$ cat src/rtl/reg_add.sv
// reg_add: adder holding register with optional decimal (BCD) correction.
// Define REG_ADD_DECIMAL_EN to build in the DEC_LO/DEC_HI correction steps.
module reg_add (
    input  logic       CLK,
    input  logic       RST,
    input  logic [7:0] ALU_RESULT,
    input  logic       ALU_CARRY,
    input  logic       ALU_HALF_CARRY,
    input  logic       ALU_OVF,
    input  logic       ADD_LOAD,
    input  logic       DAA_EN,
    input  logic       SUB,
    input  logic       SB_DRIVE,
    input  logic       ADL_DRIVE,
    output logic [7:0] SB_DATA,
    output logic [7:0] ADL_DATA,
    output logic       SB_OE,
    output logic       ADL_OE,
    output logic       CARRY_OUT,
    output logic       OVF_OUT,
    output logic       BUSY,
    output logic       VALID
);

    localparam int DATA_W = 8;

`ifdef REG_ADD_DECIMAL_EN
    typedef enum logic [1:0] {IDLE, DEC_LO, DEC_HI, HOLD} state_t;
`else
    typedef enum logic [0:0] {IDLE, HOLD} state_t;
`endif

    state_t state_q, state_d;

    logic [DATA_W-1:0] value_p0;
    logic              carry_p0;
    logic              ovf_p0;
    logic              load_ok;

`ifdef REG_ADD_DECIMAL_EN
    logic half_p0;
    logic sub_p0;

    // Low-nibble step; add and subtract use opposite sense of the half-carry.
    function automatic logic [DATA_W-1:0] dec_lo_fix(input logic [DATA_W-1:0] v,
                                                     input logic h, input logic s);
        if (s)
            return h ? v : v - 8'h06;
        if (h || (v[3:0] > 4'd9))
            return v + 8'h06;
        return v;
    endfunction

    // High-nibble step; returns {carry, value}.
    function automatic logic [DATA_W:0] dec_hi_fix(input logic [DATA_W-1:0] v,
                                                   input logic c, input logic s);
        if (s)
            return {c, (c ? v : v - 8'h60)};
        if (c || (v[7:4] > 4'd9))
            return {1'b1, v + 8'h60};
        return {1'b0, v};
    endfunction
`else
    logic unused_inputs;
    assign unused_inputs = ^{DAA_EN, ALU_HALF_CARRY, SUB};
`endif

    assign load_ok = ADD_LOAD && ((state_q == IDLE) || (state_q == HOLD));

    always_ff @(posedge CLK or posedge RST) begin
        if (RST)
            state_q <= IDLE;
        else
            state_q <= state_d;
    end

    always_comb begin
        state_d = state_q;
        case (state_q)
            IDLE, HOLD: begin
                if (ADD_LOAD) begin
`ifdef REG_ADD_DECIMAL_EN
                    state_d = DAA_EN ? DEC_LO : HOLD;
`else
                    state_d = HOLD;
`endif
                end
            end
`ifdef REG_ADD_DECIMAL_EN
            DEC_LO:  state_d = DEC_HI;
            DEC_HI:  state_d = HOLD;
`endif
            default: state_d = IDLE;
        endcase
    end

    // Capture stage: loads take priority; correction steps rewrite the held value in place.
    always_ff @(posedge CLK or posedge RST) begin
        if (RST) begin
            value_p0 <= '0;
            carry_p0 <= 1'b0;
            ovf_p0   <= 1'b0;
`ifdef REG_ADD_DECIMAL_EN
            half_p0  <= 1'b0;
            sub_p0   <= 1'b0;
`endif
        end else if (load_ok) begin
            value_p0 <= ALU_RESULT;
            carry_p0 <= ALU_CARRY;
            ovf_p0   <= ALU_OVF;
`ifdef REG_ADD_DECIMAL_EN
            half_p0  <= ALU_HALF_CARRY;
            sub_p0   <= SUB;
`endif
        end
`ifdef REG_ADD_DECIMAL_EN
        else if (state_q == DEC_LO) begin
            value_p0 <= dec_lo_fix(value_p0, half_p0, sub_p0);
        end else if (state_q == DEC_HI) begin
            {carry_p0, value_p0} <= dec_hi_fix(value_p0, carry_p0, sub_p0);
        end
`endif
    end

    assign VALID = (state_q == HOLD);
`ifdef REG_ADD_DECIMAL_EN
    assign BUSY  = (state_q == DEC_LO) || (state_q == DEC_HI);
`else
    assign BUSY  = 1'b0;
`endif

    assign CARRY_OUT = carry_p0;
    assign OVF_OUT   = ovf_p0;

    assign SB_OE    = SB_DRIVE && VALID;
    assign ADL_OE   = ADL_DRIVE && VALID;
    assign SB_DATA  = SB_OE  ? value_p0 : 8'h00;
    assign ADL_DATA = ADL_OE ? value_p0 : 8'h00;

endmodule

$ cat config.mk
export PLATFORM = sky130hd
export DESIGN_NAME = reg_add
export DESIGN_NICKNAME = d
export VERILOG_FILES = /design/src/rtl/reg_add.sv
export SDC_FILE = /design/constraint.sdc
export NUM_CORES = 1
export LEC_CHECK = 0
export CORE_MARGIN = 10
export CORE_UTILIZATION = 36
export CTS_CLUSTER_DIAMETER = 40
export CTS_CLUSTER_SIZE = 40
export DETAILED_ROUTE_END_ITERATION = 12
export PLACE_DENSITY_LB_ADDON = 0.3
export SYNTH_ARGS = -nofsm -noshare
export SYNTH_HDL_FRONTEND = slang
export SYNTH_SLANG_ARGS = --single-unit
$ cat constraint.sdc
create_clock -name CLK -period 2.1 [get_ports CLK]
set_clock_uncertainty 0.2 [all_clocks]
set_input_delay 0.42 -clock CLK [delete_from_list [all_inputs] [get_ports CLK]]
set_output_delay 0.42 -clock CLK [all_outputs]
set_load 0.05 [all_outputs]
Word level (Yosys, flattened, before mapping)
Index checks and enable logic that the tools add are counted.
{"block": "totals", "in_bits": 18, "rom_bits": 0, "ram_bits": 0, "register_bits": 11, "memories": 0, "latchBits": 0, "output_inout_bits": 22, "wordCells": 8}
{"block": "op_classes", "eq_ne": 0, "shifts": 0, "n_reduce_logical": 2, "multipliers": 0, "n_addsub": 0, "bitwise": 0, "order_cmp": 0, "n_div": 0, "n_mux": 2}
{"operator": "two-way mux 8 bit", "n": 2}
{"operator": "logical AND 1 bit", "n": 2}

Depth between registers and ports, before layout
{"block": "logic_depth", "ltp_word": 2, "ltp_mapped": 2, "ltp_nobuf": 1}

Worst setup path before layout
OpenSTA, ideal clock, no wires.
{"block": "synth_timing", "kind": "reg-to-output", "from": "reg state_q, in the netlist VALID", "to": "out SB_DATA[2]", "stages_incl_launch_ff": 3, "arrival_ns": 1.350, "required_time_ns": 1.480, "setup_slack_ns": 0.130, "path_buffers": 1, "path_cell_list": "dfrtp_1 > buf_6 > and3_1"}
{"block": "synth_between", "elab_chain_cells": 2}
{"item": "start: declaration", "line": "33", "text": "state_t state_q, state_d;"}
{"item": "start signal: assignment", "line": "74", "text": "state_q <= state_d;"}
{"item": "logical AND 1 bit", "line": "135", "text": "assign SB_OE = SB_DRIVE && VALID;"}
{"item": "two-way mux 8 bit", "line": "137", "text": "assign SB_DATA = SB_OE ? value_p0 : 8'h00;"}
{"item": "end: declaration", "line": "15", "text": "output logic [7:0] SB_DATA,"}
Every way passes these cells.

Worst setup path in the final report
{"block": "layout_timing", "from": "reg state_q, in the netlist VALID", "to": "out ADL_DATA[2]"}
{"block": "layout_between", "elab_chain_cells": 2}
{"item": "logical AND 1 bit", "line": "136", "text": "assign ADL_OE = ADL_DRIVE && VALID;"}
{"item": "two-way mux 8 bit", "line": "138", "text": "assign ADL_DATA = ADL_OE ? value_p0 : 8'h00;"}
{"item": "end: declaration", "line": "16", "text": "output logic [7:0] ADL_DATA,"}
Every way passes these cells.

==> results.json <==
{
  "fill_cells": 105,
  "syn2layout_area_growth_pct": 97.6,
  "syn_area_um2": 578,
  "topRoutingLayerUsed": "met3",
  "grt_pass1_vias": 518,
  "start_util": 0.384,
  "final-seq-area_um2": 275,
  "dr_wl_met3_um": 199,
  "antenna_left": 0,
  "grt.total_usage": 0.100,
  "avgRoutedWirePerCell_um": 17.1,
  "wl_met1_um": 633,
  "clock.fmax_mhz": 507,
  "crit_type": "reg -> out",
  "place_area_um2": 1110,
  "p_sw_frac": 0.341,
  "global_route.overflow_total": 0,
  "synth.distinct_cells": 10,
  "crit_path_start_kind": "register",
  "synthCells": 45,
  "hpwl_um": 1320,
  "rsz0062_at_grt": "false",
  "wl_um": 1670,
  "post-route-min-period_ns": 1.97,
  "synth-seq-area-share": 0.476,
  "cts_buffer_depth": 2,
  "yosys-top-cells-area": "dfrtp_1 48%, mux2_4 23%, and3_1 17%",
  "outcome": "finished, final reports clean",
  "rows": 14,
  "drive_above_1_share": 0.427,
  "final_area_um2": 1140,
  "route.detailed.drc": 0,
  "final_hold_viol_count": 0,
  "grt_pass1_wl_um": 2750,
  "crit_fanout": 20,
  "fp.dieW_um": 60.1,
  "drtIter0Drc": 3,
  "cp.required_ns": 1.48,
  "arrival_ns": 1.35,
  "wl_met2_um": 839,
  "root_buffer": "clkbuf_4",
  "ys_warn_count": 0,
  "synth_top_area_cell": "dfrtp_1",
  "synth_top_area_frac": 0.476,
  "cts.sinks": 11,
  "finalSetupViolCount": 0,
  "die_h_um": 60.1,
  "drv_slew": 0,
  "vdd_drop_max_uv": 472,
  "intPower_mw": 0.470,
  "io_buffers": 35,
  "worst_setup_path_end_kind": "output port",
  "die-area_um2": 3610,
  "vias_per_cell": 4.86,
  "multi_input_area_um2": 269,
  "power_density_nw_per_um2": 624,
  "p_switching_mw": 0.243,
  "synth_seq_cells": 11,
  "grt_max_degree": 21,
  "io_pins": 40,
  "clk_pin_slew_ns": 0.07,
  "final_cell_mix": "19 x buf_12, 16 x and3_1, 12 x clkdlybuf4s50_1",
  "antenna_found_initial": 0,
  "tns_ns": 0,
  "clk_latency_ns": 0.26,
  "syn_area_per_cell_um2": 12.8,
  "drt_first_pass_iters": 4,
  "tritoncts": "yes",
  "antenna_cells": 0,
  "layout_commonest_cell": "buf_12",
  "clkPwrFrac": 0.192,
  "cts-hold-fix-buffers": 0,
  "vias": 476,
  "combinationalPowerShare": 0.466,
  "core_um2": 1510,
  "gp_congestion": 0.671,
  "hold_path_class": "in -> async",
  "max_cap_viol_count": 0,
  "post-route-period-util": 0.940,
  "p_leak_nw": 0.572,
  "htreeDepth": 1,
  "power_frac_seq": 0.342,
  "numCtsBuffers": 3,
  "nets": 101,
  "synth_nets": 63
}
path summary, 6_finish.rpt:
kind                       slack, ns     endpoint  cells past startpoint     from
hold / removal                  0.24  value_p0[5]                      2      RST
setup reg to reg                0.94        VALID                      1    VALID
setup / recovery                0.13  ADL_DATA[2]                      2    VALID
hold reg to reg                 0.32      OVF_OUT                      1  OVF_OUT
min in group CLK                0.32      OVF_OUT                      1  OVF_OUT
max in group asynchronous       1.16  value_p0[1]                      2      RST
through the flow:
stage                     utilization  instances  setup WS, ns  power [mW]  hold WS [ns]
after global routing            0.758         98        0.0261       0.749         0.270
after detailed placement        0.738         94        0.0287       0.582         0.305
after floorplan                     -         45         0.130       0.414        0.0724
after CTS                       0.755         98       0.00983       0.722         0.255
final                           0.758         98         0.126       0.713         0.244
after global placement          0.738         94        0.0338       0.578         0.299
power groups by stage:
stage / clock, mW / sequential, mW / combinational, mW
floorplan: 0 / 0.258 / 0.156
global placement: 0 / 0.246 / 0.333
detailed placement: 0 / 0.247 / 0.335
CTS: 0.143 / 0.244 / 0.336
global route: 0.156 / 0.247 / 0.346
finish: 0.137 / 0.244 / 0.332
state kept, by name (all words and copies together) (netlist names):
name	count
CARRY_OUT	1
OVF_OUT	1
value_p0	8
VALID	1
layer usage:
metal,vias to the layer above,global-route usage
li1,233,-
met2,25,0.159
met4,0,0.0288
met5,-,0
met1,218,0.111
met3,0,0.0572
layout make-up:
cell class | count | area share
sequential | 11 | 0.241
inverter | 1 | 0.00329
multi-input combinational | 30 | 0.235
timing repair buffer | 36 | 0.480
clock buffer | 4 | 0.0230
tap | 16 | 0.0175
logic make-up (layout without fill, tap and decap cells):
kind of cell	count (synthesis)	in the layout	synth area share
simple gates	19	19	0.206
flops	11	11	0.476
mux	10	10	0.253
other cells	1	1	0.00649
buf+inv	4	41	0.0584
worst max-delay path: stages (launching register included):
cell and delay (ns):
dfrtp_1 0.64, and3_1 0.30, buf_12 0.15
cell usage after synthesis:
cell type / number
and2_1: 2
and3_1: 16
buf_4: 1
buf_6: 2
conb_1: 1
dfrtp_1: 11
inv_1: 1
mux2_2: 1
mux2_4: 9
or2_1: 1
timing repair:
item	4_1_cts	5_1_grt
resized for setup	0	2
setup endpoints to repair	0	14
hold endpoints to repair	0	0
setup buffers	0	0
No activity file was read; power rests on OpenSTA's default activity.
==> RTL edit 1, RTL diff (config.mk and constraints unchanged) <==
Build with the macro `REG_ADD_DECIMAL_EN` defined.
--- a/src/rtl/reg_add.sv
+++ b/src/rtl/reg_add.sv
@@ -1,5 +1,7 @@
 // reg_add: adder holding register with optional decimal (BCD) correction.
 // Define REG_ADD_DECIMAL_EN to build in the DEC_LO/DEC_HI correction steps.
+`define REG_ADD_DECIMAL_EN
+
 module reg_add (
     input  logic       CLK,
     input  logic       RST,
Check against the original RTL: not equivalent (Yosys sat finds a counterexample within 4 cycles, from zero or initial values and one cycle with RST high).
==> RTL edit 1 against the original RTL <==
Final area rose by 80%. Highest routed layer is now met4. Sequential cell count rose by 3. Area after synthesis rose by 130%. Sequential share of layout area fell by 7.0 points. Routed wire length rose by 140%. Total power rose to 5.4 times the old value. Setup slack got worse by 66 ps. Final cell count rose to 2.6 times the old value. Global-route usage rose by 2.2 points. Sequential power rose to 2.8 times the old value. Combinational power rose to 8.7 times the old value. First-iteration DRC count rose to 16 times the old value. Die area rose by 82%. Largest power group unchanged. Largest cell class is now multi-input gates.
==> RTL edit 1: results (changes against the original RTL) <==
- Hold WC Path Type: reg2reg
- P_int: 0.001903 W (+310%)
- Hold path depth: 2
- CTS Buffer Depth: 2 (unchanged)
- Post-detail-place hpwl: 3246 microns (+150%)
- Flop-to-flop setup slack: 110 ps (-830 ps)
- H-tree lvl count: 1 (unchanged)
- CP top delay family: buffers and inverters
- Metal2 WL: 1929 microns (+130%)
- Critical Path Max Stage Delay: 600 ps (-40 ps)
- Vias in the first global route: 1368 (+160%)
- # diodes: 0 (unchanged)
- Synthesized Nets: 190 (+200%)
- Global-route wire length before repair: 6610 microns (+140%)
- Initial detailed-routing violation count: 47 (+44)
- DP Worst Slack: 46.93 ps (+18.24 ps)
- FF-to-FF path depth: 5 (+4)
- Worst Tran Pin Value: 581.6 ps
- R2r endpoint: value_p0[7]
- CP max FO: 9 (-55%)
- Critical Path Slowest Stage Cell: clkdlybuf4s50_1
- FF-to-FF Start: value_p0[2]
- WP data arrival: 1420 ps (+70 ps)
- Cell variety after synth: 51 (+41)
- Via density: 5.640 (+16%)
- Avg WL per Cell: 16.00 microns (-6.2%)
- # fillers: 339 (+220%)
- Port bufs: 39 (+11%)
- Regs by FF count: value_p0 (8), state_q (2)
- Status: finished clean
- # clock sinks: 14 (+3)
- WL met1: 1708 microns (+170%)
- Final Net Count: 230 (+130%)
- Gr usage total: 12.22% (+2.2 points)
- Worst VDD drop: 1.045 mV (+120%)
- Clock root cell: clkbuf_8
- Synth warn: 0 (unchanged)
- HP Start: OVF_OUT
- CTS Buf Count: 3 (unchanged)
- Clock slew at reported path FFs: 60 ps
- Top routing layer in use: met4
- Layout cells sized above 1: 29.70% (-13 points)
- Leakage Power: 0.9165 nW (+60%)
- Hold EP: OVF_OUT
- Most common library cells after synthesis: and3_1 (16), dfrtp_1 (14), nand2_1 (14), nor2_1 (13), inv_1 (12)
- Post-synth EDFFs: 0 (unchanged)
- GP Congestion: 0.9167 (+37%)
- Clk_lat worst skew: 250 ps
- Async set or reset register ratio after synthesis: 100.0% (unchanged)
- Initial antenna violation count: 0 (unchanged)
- Hold Slack: 282.6 ps (+38.79 ps)
- Drt first pass iters: 4 (unchanged)
- Met3 wire len: 288 microns (+45%)
- Sequential area share after synthesis: 26.19% (-21 points)
- Largest net degree at the start of global routing: 20 (-4.8%)
- Final setup margin: 60.64 ps (-65.58 ps)
- Largest cells by area after synthesis: dfrtp_1 (26%), ha_1 (8.4%), and3_1 (7.5%), nand2_1 (3.9%), a21oi_1 (3.7%)
[RTL edit 1: cell types whose count changed after synthesis, moves of 4 or more]
| cell | before | now |
|---|---|---|
| nand2_1 | 0 | 14 |
| clkbuf_1 | 0 | 4 |
| inv_1 | 1 | 12 |
| nor2_1 | 0 | 13 |
| mux2_4 | 9 | 0 |
| o21ai_0 | 0 | 9 |
| ha_1 | 0 | 9 |
| a21oi_1 | 0 | 10 |
| buf_2 | 0 | 5 |
[RTL edit 1: layer usage]
metal | vias up | track usage (%)
met3 | 7 | 2.649
met4 | 0 | 5.363
li1 | 672 | -
met5 | - | 0
met1 | 676 | 14.32
met2 | 55 | 20.94
[RTL edit 1: worst reg2reg max path, stage by stage (launching register included)]
cell	delay [ps]
dfrtp_1	490
ha_1	280
o31a_1	270
o41ai_2	370
a311oi_1	170
o2bb2ai_1	140
[RTL edit 1: layout make-up]
class,count,area share (%)
flip-flops and latches,14,17.14
inverters,12,2.188
repair buffers,49,32.10
clock buffers,4,2.675
well taps,48,2.918
multi-input cells,123,42.98
[RTL edit 1: cells by family after synthesis]
family / synth area share (%)
muxes: 0.8418
DFF: 26.19
buffers and inverters: 9.540
and+or+nand+nor: 25.07
AOI/OAI and AO/OA: 29.28
xor gates and xnor gates: 0.6549
adders and majority gates: 8.419
[RTL edit 1: worst max path at each step]
stage,from,endpoint,cells past startpoint
after floorplan,state_q[0],ADL_DATA[0],3
after global placement,ADL_DRIVE,ADL_DATA[7],3
after detailed placement,SB_DRIVE,SB_DATA[7],3
after CTS,SB_DRIVE,SB_DATA[7],3
after global routing,ADL_DRIVE,ADL_DATA[1],3
final,SB_DRIVE,SB_DATA[7],3
[RTL edit 1: power groups by stage]
stage | clock, W | combinational [W] | sequential, W
floorplan | 0 | 0.00188 | 0.000589
global placement | 0 | 0.00280 | 0.000662
detailed placement | 0 | 0.00286 | 0.000674
CTS | 0.000277 | 0.00289 | 0.000676
global route | 0.000290 | 0.00309 | 0.000712
finish | 0.000274 | 0.00288 | 0.000685
[RTL edit 1: repair_timing]
action / 4_1_cts / 5_1_grt
buffers inserted: 0 / 0
setup endpoints to repair: 16 / 2
pin swaps: 0 / 0
resized for setup: 1 / 2
[RTL edit 1: metrics by stage]
stage	area, sq um	std cells
after global routing	2058	250
final	2058	250
after CTS	2056	250
after detailed placement	1991	246
after floorplan	1353	163
after global placement	1991	246
==> RTL edit 2, RTL diff (config.mk and constraints unchanged) <==
Made on the original files. Register the outputs `SB_DATA` and `ADL_DATA`, with the module's reset; this adds one clock of latency there. The other outputs are not delayed to match.
--- a/src/rtl/reg_add.sv
+++ b/src/rtl/reg_add.sv
@@ -134,8 +134,15 @@
 
     assign SB_OE    = SB_DRIVE && VALID;
     assign ADL_OE   = ADL_DRIVE && VALID;
-    assign SB_DATA  = SB_OE  ? value_p0 : 8'h00;
-    assign ADL_DATA = ADL_OE ? value_p0 : 8'h00;
+    always_ff @(posedge CLK or posedge RST) begin
+        if (RST) begin
+            SB_DATA  <= '0;
+            ADL_DATA <= '0;
+        end else begin
+            SB_DATA  <= SB_OE  ? value_p0 : 8'h00;
+            ADL_DATA <= ADL_OE ? value_p0 : 8'h00;
+        end
+    end
 
 endmodule
 
Formal check against the unedited RTL: not equivalent (a bounded check fails within 4 cycles, from zero or initial values and one cycle with RST high).
==> RTL edit 2 against the original RTL <==
Sequential cell count rose by 16. Via count rose by 22%. Routed wire length rose by 11%. Area after synthesis rose by 69%. Global-route usage fell by 2.7 points. Final area rose by 23%. Setup slack got worse by 15 ps. Total power rose by 48%. Critical path type is now in2out. Critical endpoint is now ADL_OE. Largest power group is now registers.
==> RTL edit 2: results (changes against the original RTL) <==
- Leakage Power: 0.7919 nW (+39%)
- Status: finished clean
- Switching portion of total power: 29.06% (-5.0 points)
- Largest net degree at the start of global routing: 28 (+33%)
- Nonclk buf count: 39 (+8.3%)
- Share of power burned in the clock network: 19.4% (+0.2 points)
- Critical Path Slowest Stage Cell: clkdlybuf4s50_1
- Gr usage total: 7.342% (-2.7 points)
- Die width: 72.04 microns (+20%)
- # fillers: 218 (+110%)
- Vias: 579 (+22%)
- GP Congestion: 0.6848 (+2.1%)
- Avg WL per Cell: 14.20 microns (-17%)
- Placed inst area: 1366 sq um (+23%)
- Most common library cells after synthesis: dfrtp_1 (27), and3_1 (16), mux2_4 (9), and2_1 (2), buf_4 (2)
- Clk_lat worst skew: 300 ps (+40 ps)
- Reg area: 675.6 sq um (+150%)
- Critical Path Max Stage Delay: 590 ps (-50 ps)
- Largest cells by area after synthesis: dfrtp_1 (69%), mux2_4 (14%), and3_1 (10%), buf_4 (1.5%), and2_1 (1.3%)
- Sequential area share after synthesis: 69.32% (+22 points)
- Post-detail-place hpwl: 1521 microns (+16%)
- Synthesized Nets: 79 (+25%)
- CP max FO: 9 (-55%)
- Worst VDD drop: 0.3989 mV (-16%)
- CP top delay family: buffers and inverters
- Via density: 4.420 (-9.0%)
==> RTL edit 2: cell types whose count changed in the layout (fill, tap and decap cells not counted) <==
cell,unedited run,this run
buf_12,19,3
buf_4,3,16
clkdlybuf4s50_1,12,14
dfrtp_1,11,27
dlymetal6s2s_1,2,6
==> RTL edit 2: metal layers <==
layer  track usage (%)  up-vias  share of wire [%]
met5                 0        -                  0
met4             4.516        0                1.8
met3             2.585        2                6.3
met2             12.55       18                 51
met1             7.524      272                 41
li1                  -      287                  -
==> RTL edit 2: how the worst min path moves through the flow <==
stage / from / to / slack (ps)
6_report: RST / value_p0[1] / 260
4_1_cts: RST / ADL_DATA[1] / 270
2_1_floorplan: RST / ADL_DATA[0] / 270
3_5_place_dp: OVF_OUT / OVF_OUT / 300
5_1_grt: RST / ADL_DATA[7] / 300
3_3_place_gp: CARRY_OUT / CARRY_OUT / 300
==> RTL edit 2: timing repair <==
item / CTS / global route
setup endpoints to repair: 0 / 6
hold endpoints to repair: 0 / 0
gates resized for setup: 0 / 6
